`config.mk`:
```
export PLATFORM = sky130hd
export DESIGN_NAME = regfile_wb_arbiter
export DESIGN_NICKNAME = d
export VERILOG_FILES = /design/src/rtl/regfile_wb_arbiter.sv
export SDC_FILE = /design/constraint.sdc
export NUM_CORES = 1
export LEC_CHECK = 0
export ABC_CLOCK_PERIOD_IN_PS = 4500
export CAP_MARGIN = 20
export CELL_PAD_IN_SITES_DETAIL_PLACEMENT = 1
export CELL_PAD_IN_SITES_GLOBAL_PLACEMENT = 2
export CORE_ASPECT_RATIO = 0.75
export CORE_MARGIN = 8
export CORE_UTILIZATION = 27
export DETAILED_ROUTE_END_ITERATION = 10
export PLACE_DENSITY = 0.86
export SYNTH_ARGS = -nofsm -noshare
export SYNTH_HDL_FRONTEND = slang
export SYNTH_SLANG_ARGS = --single-unit
export TNS_END_PERCENT = 20
```
`constraint.sdc`:
```
create_clock -name r_clk -period 4.5 [get_ports r_clk]
set_clock_uncertainty 0.1 [all_clocks]
set_input_delay 0.9 -clock r_clk [delete_from_list [all_inputs] [get_ports r_clk]]
set_output_delay 0.9 -clock r_clk [all_outputs]
set_load 0.01 [all_outputs]
```
`src/rtl/regfile_wb_arbiter.sv`:
```
// regfile_wb_arbiter: arbitrates two writeback requesters (ALU, load) onto a single
// register-file write port with a one-cycle registered write, x0 write suppression,
// and a saturating stall counter.
// Build option: define WB_ARB_RR_EN for round-robin when both requesters are valid;
// left undefined, requester 0 has fixed priority.
`timescale 1ns / 1ps
module regfile_wb_arbiter #(
  parameter int unsigned AWIDTH = 5,
  parameter int unsigned DWIDTH = 32
) (
  input  logic              r_clk,
  input  logic              r_rst,
  input  logic              req0_valid,
  input  logic [AWIDTH-1:0] req0_addr,
  input  logic [DWIDTH-1:0] req0_data,
  output logic              req0_ready,
  input  logic              req1_valid,
  input  logic [AWIDTH-1:0] req1_addr,
  input  logic [DWIDTH-1:0] req1_data,
  output logic              req1_ready,
  output logic              r_we,
  output logic [AWIDTH-1:0] r_addr_rd,
  output logic [DWIDTH-1:0] r_data_rd,
  output logic              last_grant,
  output logic [15:0]       stall_cnt
);

  typedef enum logic {StLg0 = 1'b0, StLg1 = 1'b1} lg_state_e;

  lg_state_e         state_q, state_d;
  logic              gnt0, gnt1;
  logic              stall;
  logic [AWIDTH-1:0] addr_sel;
  logic [DWIDTH-1:0] data_sel;
  logic              we_q, we_d;
  logic [AWIDTH-1:0] addr_q, addr_d;
  logic [DWIDTH-1:0] data_q, data_d;
  logic [15:0]       stall_q, stall_d;

  // Last-grant state register; reset to LG1 so the first contention goes to requester 0.
  always_ff @(posedge r_clk or posedge r_rst) begin
    if (r_rst) begin
      state_q <= StLg1;
    end else begin
      state_q <= state_d;
    end
  end

  // Next state follows whichever requester is granted; holds when nobody transfers.
  always_comb begin
    state_d = state_q;
    if (gnt0) begin
      state_d = StLg0;
    end else if (gnt1) begin
      state_d = StLg1;
    end
  end

  // Grant decode; readies are forced low while reset is asserted.
  always_comb begin
    gnt0 = 1'b0;
    gnt1 = 1'b0;
    if (!r_rst) begin
      if (req0_valid && !req1_valid) begin
        gnt0 = 1'b1;
      end else if (!req0_valid && req1_valid) begin
        gnt1 = 1'b1;
      end else if (req0_valid && req1_valid) begin
`ifdef WB_ARB_RR_EN
        if (state_q == StLg0) begin
          gnt1 = 1'b1;
        end else begin
          gnt0 = 1'b1;
        end
`else
        gnt0 = 1'b1;
`endif
      end
    end
  end

  assign req0_ready = gnt0;
  assign req1_ready = gnt1;
  assign last_grant = (state_q == StLg1);

  // Write-port next state: x0 writes are accepted but never reach the register file.
  always_comb begin
    addr_sel = req0_addr;
    data_sel = req0_data;
    if (gnt1) begin
      addr_sel = req1_addr;
      data_sel = req1_data;
    end
    we_d   = (gnt0 || gnt1) && (addr_sel != '0);
    addr_d = we_d ? addr_sel : addr_q;
    data_d = we_d ? data_sel : data_q;
  end

  // Stall counter next state: any valid requester left waiting costs one cycle.
  always_comb begin
    stall   = (req0_valid && !gnt0) || (req1_valid && !gnt1);
    stall_d = stall_q;
    if (stall && (stall_q != 16'hFFFF)) begin
      stall_d = stall_q + 16'd1;
    end
  end

  // Registered write port and stall counter; reset also drops a pending write.
  always_ff @(posedge r_clk or posedge r_rst) begin
    if (r_rst) begin
      we_q    <= 1'b0;
      addr_q  <= '0;
      data_q  <= '0;
      stall_q <= 16'd0;
    end else begin
      we_q    <= we_d;
      addr_q  <= addr_d;
      data_q  <= data_d;
      stall_q <= stall_d;
    end
  end

  assign r_we      = we_q;
  assign r_addr_rd = addr_q;
  assign r_data_rd = data_q;
  assign stall_cnt = stall_q;

endmodule
```
== Word level (Yosys, flattened, before mapping) ==
Cells that the tools add are included.

* Flip-flop bits (word level): 55
* Latch bits: 0
* Bits in writable memories: 0
* ROM bits: 0
* Input port bits: 78
* Output and inout port bits: 57
* Logic and storage cells: 33
* Memories kept: 0

* $add $sub $neg: 1
* $mul: 0
* Divide/modulo/power cells: 0
* $lt $le $gt $ge: 0
* Equal/unequal tests: 1
* Shift operators: 0
* Mux-type cells: 11
* Bitwise operators: 0
* Reduce and logical (&&, ||, !) cells: 15

{| class="wikitable"
|+ Operators by type and width
! cell !! count
|-
| 32-bit two-way mux || 1
|-
| 16-bit by 1-bit adder with 16-bit output, second input constant || 1
|-
| 16-bit inequality test, second input constant || 1
|-
| 1-bit two-way mux || 9
|-
| 1-bit logical AND || 7
|-
| 5-bit two-way mux || 1
|-
| 5-bit nonzero test || 1
|-
| 1-bit zero test || 4
|-
| 1-bit logical OR || 2
|-
| 2-bit nonzero test || 1
|}

== Depth between registers and ports, before layout ==
Gate-level depths: netlist of run 1.

* Depth after elaboration: 9
* Depth in mapped cells: 5
* Mapped depth without buffers: 5

== Least setup slack after synthesis of run 1 ==
No wires, ideal clock.

* Path type: input-to-reg
* Start point: in req0_valid
* End point: reg data_q[13], in the netlist r_data_rd[13]
* Setup time: 125 ps
* Data arrival time: 2341 ps
* Required time: 4275 ps
* Path slack: 1935 ps
* Stages on the path: 5
* Path through: nor3b_4 -> mux2_2 -> a21oi_4 -> buf_4 -> mux2_2

* Longest elaborated chain between the ends: 8

{| class="wikitable"
|+ RTL lines
! item !! RTL line !! text
|-
| start, declared || 13 || <nowiki>input logic req0_valid,</nowiki>
|-
| 1-bit zero test || 66 || <nowiki>end else if (!req0_valid && req1_valid) begin</nowiki>
|-
| 1-bit logical AND || 66 ||
|-
| 1-bit two-way mux || 66 ||
|-
| 1-bit two-way mux || 64 || <nowiki>if (req0_valid && !req1_valid) begin</nowiki>
|-
| 1-bit two-way mux || 63 || <nowiki>if (!r_rst) begin</nowiki>
|-
| 5-bit two-way mux || 90 || <nowiki>if (gnt1) begin</nowiki>
|-
| 5-bit nonzero test || 94 || <nowiki>we_d = (gnt0 || gnt1) && (addr_sel != '0);</nowiki>
|-
| 1-bit logical AND || 94 ||
|-
| end signal, assigned || 118 || <nowiki>data_q <= data_d;</nowiki>
|-
| end, declared || 37 || <nowiki>logic [DWIDTH-1:0] data_q, data_d;</nowiki>
|}

Several ways; a longest one is shown, not always the timed one.
A chain may end at the register's enable or synchronous reset.

== Final worst setup path of run 1 ==
* Start point: in req1_valid
* End point: out req1_ready

* Longest elaborated chain between the ends: 4

{| class="wikitable"
|+ RTL lines
! item !! RTL line !! text
|-
| start, declared || 17 || <nowiki>input logic req1_valid,</nowiki>
|-
| 1-bit logical AND or 1-bit zero test (tied branches) || 66, 64 ||
|-
| 1-bit two-way mux or 1-bit logical AND (tied branches) || 66, 64 ||
|-
| 1-bit two-way mux * || 64 ||
|-
| 1-bit two-way mux * || 63 ||
|-
| end, declared || 20 || <nowiki>output logic req1_ready,</nowiki>
|}

Every way passes the cells marked *; elsewhere a longest branch is shown, timed or not.

==> flow_summary.json, run 1 <==
{
  "power_mw": 1.618,
  "ir_drop_uv": 193.0,
  "drc": 0,
  "grt.overflow.total": 0,
  "yosysWarnings": 0,
  "cts_tree": "done",
  "cp_num_cells": 3,
  "fin_nets": 436,
  "end_kind": "output pin",
  "setup_violations": 0,
  "grt_pass1_wl_mm": 14.41,
  "yosys.area.top_type": "dfrtp_1",
  "ctsRootBufferMaster": "clkbuf_16",
  "num_vias": 2256,
  "wire_per_inst_um": 17.74,
  "cp_num_buf_inv": 2,
  "cts_setup_buffers": 0,
  "antenna_found_initial": 0,
  "dieArea_mm2": 0.01380,
  "reg2reg_depth": 5,
  "final_core_util": 0.4398,
  "yosys-top-cells-area": "dfrtp_1, mux2_2, xor2_1, mux2i_1, nor3_1",
  "ys_types": 36,
  "initialDrtViolationCount": 70,
  "cp-start-kind": "primary input",
  "synth.avg_cell_area_um2": 12.65,
  "synth_area_mm2": 0.002771,
  "post-route-min-period_ps": 3710,
  "reg2reg_slack_ps": 2200,
  "grt_max_degree": 30,
  "clk_path_buf_depth": 2,
  "synth_seq_cells": 55,
  "rows": 32,
  "crit_type": "primary input to output pin",
  "clock_latency_ps": 280,
  "drtPass1Iterations": 3,
  "routed_wl_mm": 8.765,
  "gp_congestion": 0.7514,
  "antenna_left": 0,
  "seqCellArea_mm2": 0.001378,
  "arrival_ps": 2710,
  "crit_path_cell_trace": "clkdlybuf4s50_1 > nor3b_4 > clkdlybuf4s50_1",
  "viasPerCell": 4.567,
  "total_leakage_power_nw": 1.776,
  "tightestPinTransition_ps": 894.1,
  "fin_setup_tns_ps": 0,
  "slew-limit-headroom": 0.4027,
  "worst_hold_path.endpoint": "r_data_rd[17]",
  "cp_slowest_cell": "clkdlybuf4s50_1",
  "crit_top_cell": "clkdlybuf4s50_1",
  "die_x_um": 133.0,
  "startpoint": "req1_valid",
  "coreArea_mm2": 0.01013,
  "syn2layout_area_growth_pct": 60.77,
  "cts-resized-gates": 0,
  "synth_fp_nets": 298,
  "place_area_mm2": 0.004287,
  "design_area_mm2": 0.004456,
  "max_freq_ghz": 0.2695,
  "wl_met2_mm": 3.940,
  "pin_count": 135,
  "status": "finished clean",
  "power.density_mw_per_mm2": 363.2,
  "maxCapViolations": 0,
  "hold_path_depth": 1,
  "htreeDepth": 2,
  "die_h_um": 103.7,
  "hold_start": "r_data_rd[17]",
  "hold_class": "register to register",
  "path_clk_slew_ps": 70,
  "fin_crit_sh": 0.8245,
  "diodes": 0,
  "hold_viol": 0,
  "max_stage_delay_ps": 660,
  "hpwl_mm": 7.194,
  "cts_buffers": 5,
  "rsz0062_at_grt": "no",
  "portBuffers": 134,
  "syn_inst": 219,
  "cpLargestDelayFamily": "buffers and inverters",
  "multi_input_area_mm2": 0.001344,
  "wl_met3_um": 710,
  "top_layer": "met4",
  "crit_fanout": 11,
  "initial_utilization": 0.2736,
  "synth_top_area_frac": 0.4876,
  "wirelength_met1_mm": 4.095,
  "grt_pass1_vias": 2573,
  "grtUsageTotal": 0.1263,
  "clock-sinks": 55,
  "ys_seq_area_frac": 0.4971,
  "slew_viol_final": 0,
  "rr_startpoint": "stall_cnt[0]",
  "regToRegEndpoint": "stall_cnt[1]",
  "required_ps": 3500,
  "drive_gt1_frac": 0.2291,
  "fillCellCount": 1096,
  "holdBufCountCts": 0
}
-- power by group --
part	leakage [nW]	total (mW)	switching (mW)	internal, mW
Clock	0.0838	0.434	0.172	0.263
Sequential	0.659	0.679	0.0921	0.587
Combinational	1.03	0.505	0.190	0.315
-- final cells by class --
class,instances,area share
Timing Repair Buffer,138,0.3106
Sequential cell,55,0.3092
Multi-Input combinational cell,154,0.3016
Tap cell,136,0.03819
Clock buffer,5,0.02808
Clock inverter,3,0.009829
Inverter,3,0.002527
-- worst max path at each step --
stage,end,slack (ps)
after floorplan,r_data_rd[13],1930
after global placement,req1_ready,810
after detailed placement,r_data_rd[8],730
after CTS,req1_ready,750
after global routing,req1_ready,690
final,req1_ready,790
-- layout by cell type, fill, tap and decap left out, types with 4 or more instances in the layout --
cell / netlist / layout
mux2_2: 65 / 65
mux2i_1: 5 / 5
o21ai_0: 5 / 5
dfrtp_1: 54 / 54
nand2_1: 10 / 10
xor2_1: 14 / 14
nand3_1: 5 / 5
clkbuf_16: 0 / 5
nor2_1: 6 / 6
nor4_1: 4 / 4
nor3_1: 10 / 10
clkdlybuf4s50_1: 0 / 134
nand4_1: 5 / 5
-- metrics by stage --
stage | setup slack [ps] | std cells | hold WS [ps]
global route | 692.4 | 494 | 426.2
floorplan | 1935 | 219 | 418.8
global placement | 814.2 | 486 | 368.6
finish | 789.6 | 494 | 389.5
CTS | 749.9 | 494 | 395.4
detailed placement | 732.6 | 486 | 379.0
-- worst register-to-register path, stage by stage (launching register included) --
cell	delay, ps
dfrtp_1	440
ha_1	230
nand4_1	190
nor4_2	760
nor2_1	160
mux2_2	310
-- synth_stat cells (all sizes together) --
master and count:
and4 2, o21a 2, inv 3, o21bai 1, nor3b 4, nor2b 1
a21o 1, dfstp 1, o21ai 6, nor2 6, mux2i 5, o2111ai 1
nor4 5, o22ai 1, clkbuf 3, xor2 14, nand3 5, buf 4
nor3 10, mux2 66, maj3 1, ha 1, xnor2 1, a21oi 2
nor4b 2, nand4 5, dfrtp 54, nand2 10, o211ai 1, and3 1
-- cells by family (layout without fill, tap and decap cells) --
logic type                 count (synthesis)  after routing  synth area share
xor gates and xnor gates                  15             15           0.04741
AOI/OAI and AO/OA                         15             15           0.03747
buffers and inverters                     10            149           0.01806
DFF                                       55             55            0.4971
and+or+nand+nor                           51             51            0.1056
muxes                                     71             71            0.2862
adders and majority gates                  2              2          0.008126
-- state kept, by name, indices dropped and copies added, names as in the netlist --
| signal | cells |
|---|---|
| r_addr_rd | 5 |
| r_we | 1 |
| last_grant | 1 |
| r_data_rd | 32 |
| stall_cnt | 16 |
-- layer usage --
metal / global-route usage / vias up
met2: 0.1972 / 82
li1: - / 1069
met4: 0.01617 / 0
met5: 0 / -
met1: 0.1652 / 1103
met3: 0.04923 / 2
Note: power is estimated with default switching activity, not from simulation.
==> run 2: changes to the inputs <==
--- a/config.mk
+++ b/config.mk
@@ -5,15 +5,15 @@
 export SDC_FILE = /design/constraint.sdc
 export NUM_CORES = 1
 export LEC_CHECK = 0
-export ABC_CLOCK_PERIOD_IN_PS = 4500
+export ABC_CLOCK_PERIOD_IN_PS = 3000
 export CAP_MARGIN = 20
 export CELL_PAD_IN_SITES_DETAIL_PLACEMENT = 1
 export CELL_PAD_IN_SITES_GLOBAL_PLACEMENT = 2
 export CORE_ASPECT_RATIO = 0.75
 export CORE_MARGIN = 8
-export CORE_UTILIZATION = 27
+export CORE_UTILIZATION = 22
 export DETAILED_ROUTE_END_ITERATION = 10
-export PLACE_DENSITY = 0.86
+export PLACE_DENSITY = 0.74
 export SYNTH_ARGS = -nofsm -noshare
 export SYNTH_HDL_FRONTEND = slang
 export SYNTH_SLANG_ARGS = --single-unit
==> constraint.sdc (replaced) <==
create_clock -name r_clk -period 3 [get_ports r_clk]
set_clock_uncertainty 0.1 [all_clocks]
set_input_delay 0.6 -clock r_clk [delete_from_list [all_inputs] [get_ports r_clk]]
set_output_delay 0.6 -clock r_clk [all_outputs]
set_load 0.01 [all_outputs]
==> run 2 against run 1 <==
- sequential power is 50% higher
- non-clock buffer count is 10 higher
- utilization is 7.1 points lower
- first-iteration DRC count is 11% higher
- critical path type unchanged
==> flow_summary.json, run 2 (synthesized netlist as in run 1, its figures left out) <==
{
  "status": "finished clean",
  "total_leakage_power_nw": 1.815,
  "viasPerCell": 4.348,
  "drc": 0,
  "p_switching_mw": 0.6934,
  "fillCellCount": 1340,
  "antenna_found_initial": 0,
  "rr_startpoint": "stall_cnt[0]",
  "layout_common_cells": "clkdlybuf4s50_1, mux2_2, dfrtp_1, xor2_1, buf_4",
  "crit_type": "primary input to output pin",
  "final_core_util": 0.3689,
  "top_usage_layer": "met2",
  "rsz0062_at_grt": "no",
  "path_clk_slew_ps": 70,
  "reg2reg_depth": 6,
  "hold_viol": 0,
  "power.density_mw_per_mm2": 520.1,
  "setup_violations": 0,
  "ctsRootBufferMaster": "clkbuf_16",
  "initial_utilization": 0.2252,
  "portBuffers": 134,
  "num_vias": 2322,
  "p_int_mw": 1.668,
  "fin_setup_tns_ps": 0,
  "end_kind": "output pin",
  "dieArea_mm2": 0.01648,
  "reg2reg_slack_ps": 1060,
  "clock_latency_ps": 290,
  "grtUsageTotal": 0.1123,
  "diodes": 0,
  "slew_viol_final": 0,
  "fin_crit_sh": 0.9430,
  "cp_num_cells": 4,
  "gr-usage-met1": 0.1489,
  "wire_per_inst_um": 17.31,
  "cts_setup_buffers": 0,
  "seq_power_share": 0.432,
  "hold_path_depth": 1,
  "cp_slowest_cell": "clkdlybuf4s50_1",
  "grt_pass1_wl_mm": 14.98,
  "cpLargestDelayFamily": "buffers and inverters",
  "regToRegEndpoint": "stall_cnt[1]",
  "gp_congestion": 0.7606,
  "htreeDepth": 2,
  "cts_buffers": 5,
  "arrival_ps": 2130,
  "fin_nets": 446,
  "drtPass1Iterations": 4,
  "coreArea_mm2": 0.01231,
  "hpwl_mm": 7.575,
  "hold_start": "r_data_rd[17]",
  "required_ps": 2300,
  "grt.overflow.total": 0,
  "grt_pass1_vias": 2617,
  "post-route-min-period_ps": 2829,
  "cp_num_buf_inv": 3,
  "clk_path_buf_depth": 2,
  "power_switching_share": 0.2937,
  "syn2layout_area_growth_pct": 63.79,
  "largest_reg_flops": 32,
  "holdBufCountCts": 0,
  "ir_drop_uv": 303.2,
  "worst_hold_path.endpoint": "r_data_rd[17]",
  "cts_tree": "done",
  "cp-start-kind": "primary input",
  "die_h_um": 113.2,
  "grt_max_degree": 25,
  "max_freq_ghz": 0.3535,
  "tightestPinTransition_ps": 428.1,
  "max_stage_delay_ps": 540,
  "met3_usage": 0.04944,
  "hold_class": "register to register",
  "p_clk_frac": 0.241,
  "crit_path_cell_trace": "clkdlybuf4s50_1 > nor3b_4 > buf_4 > clkdlybuf4s50_1",
  "routed_wl_mm": 9.242,
  "rows": 35,
  "drive_gt1_frac": 0.2500,
  "cts-resized-gates": 0,
  "crit_fanout": 4,
  "clock-sinks": 55,
  "crit_top_cell": "clkdlybuf4s50_1",
  "initialDrtViolationCount": 78,
  "slew-limit-headroom": 0.7127,
  "grt_use_met2": 0.1671,
  "die_x_um": 145.6,
  "comb_power_share": 0.327,
  "maxCapViolations": 0,
  "antenna_left": 0,
  "pin_count": 135,
  "final_common_cell": "clkdlybuf4s50_1"
}
run 2: worst max-delay path by stage:
stage	startpoint	endpoint	slack, ps
finish	req0_valid	req1_ready	170
global route	req0_valid	req0_ready	110
CTS	req0_valid	req1_ready	130
detailed placement	req0_valid	req1_ready	130
global placement	req0_valid	req1_ready	170
floorplan	req0_valid	r_data_rd[13]	730
run 2: cell type report:
type	count	area, µm²	share of cell area
clock buffer	5	125.1	0.02756
clock inverter	3	15.01	0.003308
inverter	3	11.26	0.002481
multi-input combinational	154	1344	0.2960
sequential	55	1378	0.3035
tap	166	207.7	0.04576
timing repair buffer	148	1459	0.3214
run 2: power groups by stage:
| stage | combinational (mW) | sequential [mW] | clock, mW |
|---|---|---|---|
| after floorplan | 0.239 | 1.07 | 0 |
| after global placement | 0.770 | 1.03 | 0 |
| after detailed placement | 0.784 | 1.04 | 0 |
| after CTS | 0.789 | 1.02 | 0.597 |
| after global routing | 0.834 | 1.05 | 0.632 |
| final | 0.771 | 1.02 | 0.569 |
run 2: per-stage QoR:
step | cell area [µm²] | instances | power [mW] | setup WS [ps] | hold WS [ps]
after floorplan | 2771 | 219 | 1.310 | 734.7 | 418.8
after global placement | 4399 | 526 | 1.798 | 169.8 | 367.2
after detailed placement | 4399 | 526 | 1.819 | 128.6 | 379.0
after CTS | 4539 | 534 | 2.408 | 127.1 | 398.0
after global routing | 4539 | 534 | 2.512 | 108.7 | 420.6
final | 4539 | 534 | 2.361 | 170.9 | 394.8
run 2: routing by layer:
layer / part of all wire / up-vias
met5: 0 / -
met3: 0.088 / 4
li1: - / 1090
met4: 0.0037 / 0
met1: 0.49 / 1122
met2: 0.42 / 106
==> run 3: changes to the inputs <==
--- a/config.mk
+++ b/config.mk
@@ -11,9 +11,10 @@
 export CELL_PAD_IN_SITES_GLOBAL_PLACEMENT = 2
 export CORE_ASPECT_RATIO = 0.75
 export CORE_MARGIN = 8
-export CORE_UTILIZATION = 22
+export CORE_UTILIZATION = 23
+export CTS_BUF_LIST = sky130_fd_sc_hd__clkbuf_2
 export DETAILED_ROUTE_END_ITERATION = 10
-export PLACE_DENSITY = 0.74
+export PLACE_DENSITY = 0.77
 export SYNTH_ARGS = -nofsm -noshare
 export SYNTH_HDL_FRONTEND = slang
 export SYNTH_SLANG_ARGS = --single-unit
==> run 3 against run 2 <==
- combinational power is 1% lower
- routed wire length shrank 3.5%
- register-to-register slack worse by 30 ps
- first-iteration DRC count fell by 38%
- final cell count fell by 1.3%
- clock power shrank 36%
- critical path depth is the same
- utilization grew 1.4 points
- setup slack improved by 45 ps
==> flow_summary.json, run 3 (synthesized netlist as in run 1, its figures left out) <==
{
  "status": "finished clean",
  "drive_gt1_frac": 0.2411,
  "dieArea_mm2": 0.01585,
  "required_ps": 2300,
  "cp-start-kind": "primary input",
  "max_freq_ghz": 0.3591,
  "layout_common_cells": "clkdlybuf4s50_1, mux2_2, dfrtp_1, xor2_1",
  "place_area_mm2": 0.004397,
  "die_h_um": 111.1,
  "end_kind": "output pin",
  "viasPerCell": 4.372,
  "drc": 0,
  "routed_wl_mm": 8.923,
  "largest_reg_flops": 32,
  "power_mw": 2.151,
  "crit_top_cell": "clkdlybuf4s50_1",
  "num_vias": 2304,
  "holdBufCountCts": 0,
  "drtPass1Iterations": 4,
  "final_core_util": 0.3827,
  "fin_nets": 443,
  "ctsRootBufferMaster": "clkbuf_2",
  "slew_viol_final": 0,
  "grt_pass1_vias": 2656,
  "hold_viol": 0,
  "fin_crit_sh": 0.9282,
  "gp_congestion": 0.7828,
  "design_area_mm2": 0.004461,
  "cp_num_buf_inv": 3,
  "pin_count": 135,
  "coreArea_mm2": 0.01166,
  "cts_tree": "done",
  "maxCapViolations": 0,
  "cts_setup_buffers": 0,
  "clock_latency_ps": 430,
  "final_common_cell": "clkdlybuf4s50_1",
  "clk_path_buf_depth": 2,
  "slew-limit-headroom": 0.6989,
  "crit_fanout": 7,
  "total_leakage_power_nw": 1.774,
  "hpwl_mm": 7.239,
  "arrival_ps": 2080,
  "wire_per_inst_um": 16.93,
  "portBuffers": 134,
  "htreeDepth": 2,
  "die_x_um": 142.8,
  "cts_buffers": 5,
  "initialDrtViolationCount": 48,
  "setup_violations": 0,
  "ir_drop_uv": 288.5,
  "cp_slowest_cell": "clkdlybuf4s50_1",
  "grt_max_degree": 35,
  "fin_setup_tns_ps": 0,
  "tightestPinTransition_ps": 439.1,
  "path_clk_slew_ps": 270,
  "crit_path_cell_trace": "clkdlybuf4s50_1 > nor3b_4 > buf_12 > clkdlybuf4s50_1",
  "cts-resized-gates": 0,
  "post-route-min-period_ps": 2785,
  "rsz0062_at_grt": "no",
  "antenna_found_initial": 0,
  "diodes": 0,
  "crit_type": "primary input to output pin",
  "rows": 34,
  "initial_utilization": 0.2378,
  "cpLargestDelayFamily": "buffers and inverters",
  "hold_class": "register to register",
  "grt_pass1_wl_mm": 14.49,
  "power.density_mw_per_mm2": 482.2,
  "max_stage_delay_ps": 560,
  "syn2layout_area_growth_pct": 60.95,
  "clock-sinks": 55,
  "grt.overflow.total": 0,
  "antenna_left": 0,
  "grtUsageTotal": 0.1134
}
[run 3: cell count changes in the layout (fill, tap and decap cells not counted), sizes merged]
cell,change
bufinv,+1
buf,-3
clkinv,-1
[run 3: layout make-up]
| cell class | count | area (µm²) |
|---|---|---|
| clock buffers | 5 | 25.02 |
| multi-input cells | 154 | 1344 |
| fillers | 1308 | 7196 |
| well taps | 162 | 202.7 |
| inverters | 3 | 11.26 |
| clock inverters | 3 | 38.79 |
| flip-flops and latches | 55 | 1378 |
| repair buffers | 145 | 1461 |
[run 3: final timing paths]
path	start	to	slack, ps	cells after the start
setup reg to reg	stall_cnt[0]	stall_cnt[1]	1030	6
hold / removal	stall_cnt[8]	stall_cnt[8]	440	1
max in group asynchronous	r_rst	r_data_rd[27]	1620	4
setup / recovery	r_rst	req1_ready	220	4
min in group asynchronous	r_rst	stall_cnt[4]	550	3
hold reg to reg	stall_cnt[8]	stall_cnt[8]	440	1
[run 3: layer usage]
| metal | vias to the layer above | track usage | share of wire | routed length [µm] |
|---|---|---|---|---|
| met5 | - | 0 | 0 | 0 |
| met4 | 0 | 0.02189 | 0.0072 | 64 |
| met3 | 6 | 0.05508 | 0.11 | 1006 |
| met2 | 101 | 0.1722 | 0.42 | 3746 |
| met1 | 1111 | 0.1427 | 0.46 | 4106 |
| li1 | 1086 | - | - | - |
[run 3: power breakdown]
group / internal, mW / leakage [nW] / switching, mW
Combinational: 0.481 / 1.07 / 0.282
Clock: 0.137 / 0.0404 / 0.228
Sequential: 0.879 / 0.659 / 0.143
[run 3: per-stage QoR]
step	hold WS [ps]	std cells	setup WS, ps
after floorplan	418.8	219	734.7
after global placement	370.6	519	122.9
after detailed placement	388.1	519	83.00
after CTS	441.6	527	193.5
after global routing	462.7	527	189.6
final	435.4	527	215.5
[run 3: worst reg2reg max path, delay by kind of cell (launching register included)]
kind | cells | cell delay (ps)
buffers and inverters | 1 | 200
adder cells (fa/ha/maj) | 1 | 240
AND/OR/NAND/NOR | 3 | 570
multiplexers | 1 | 290
flip-flops | 1 | 500
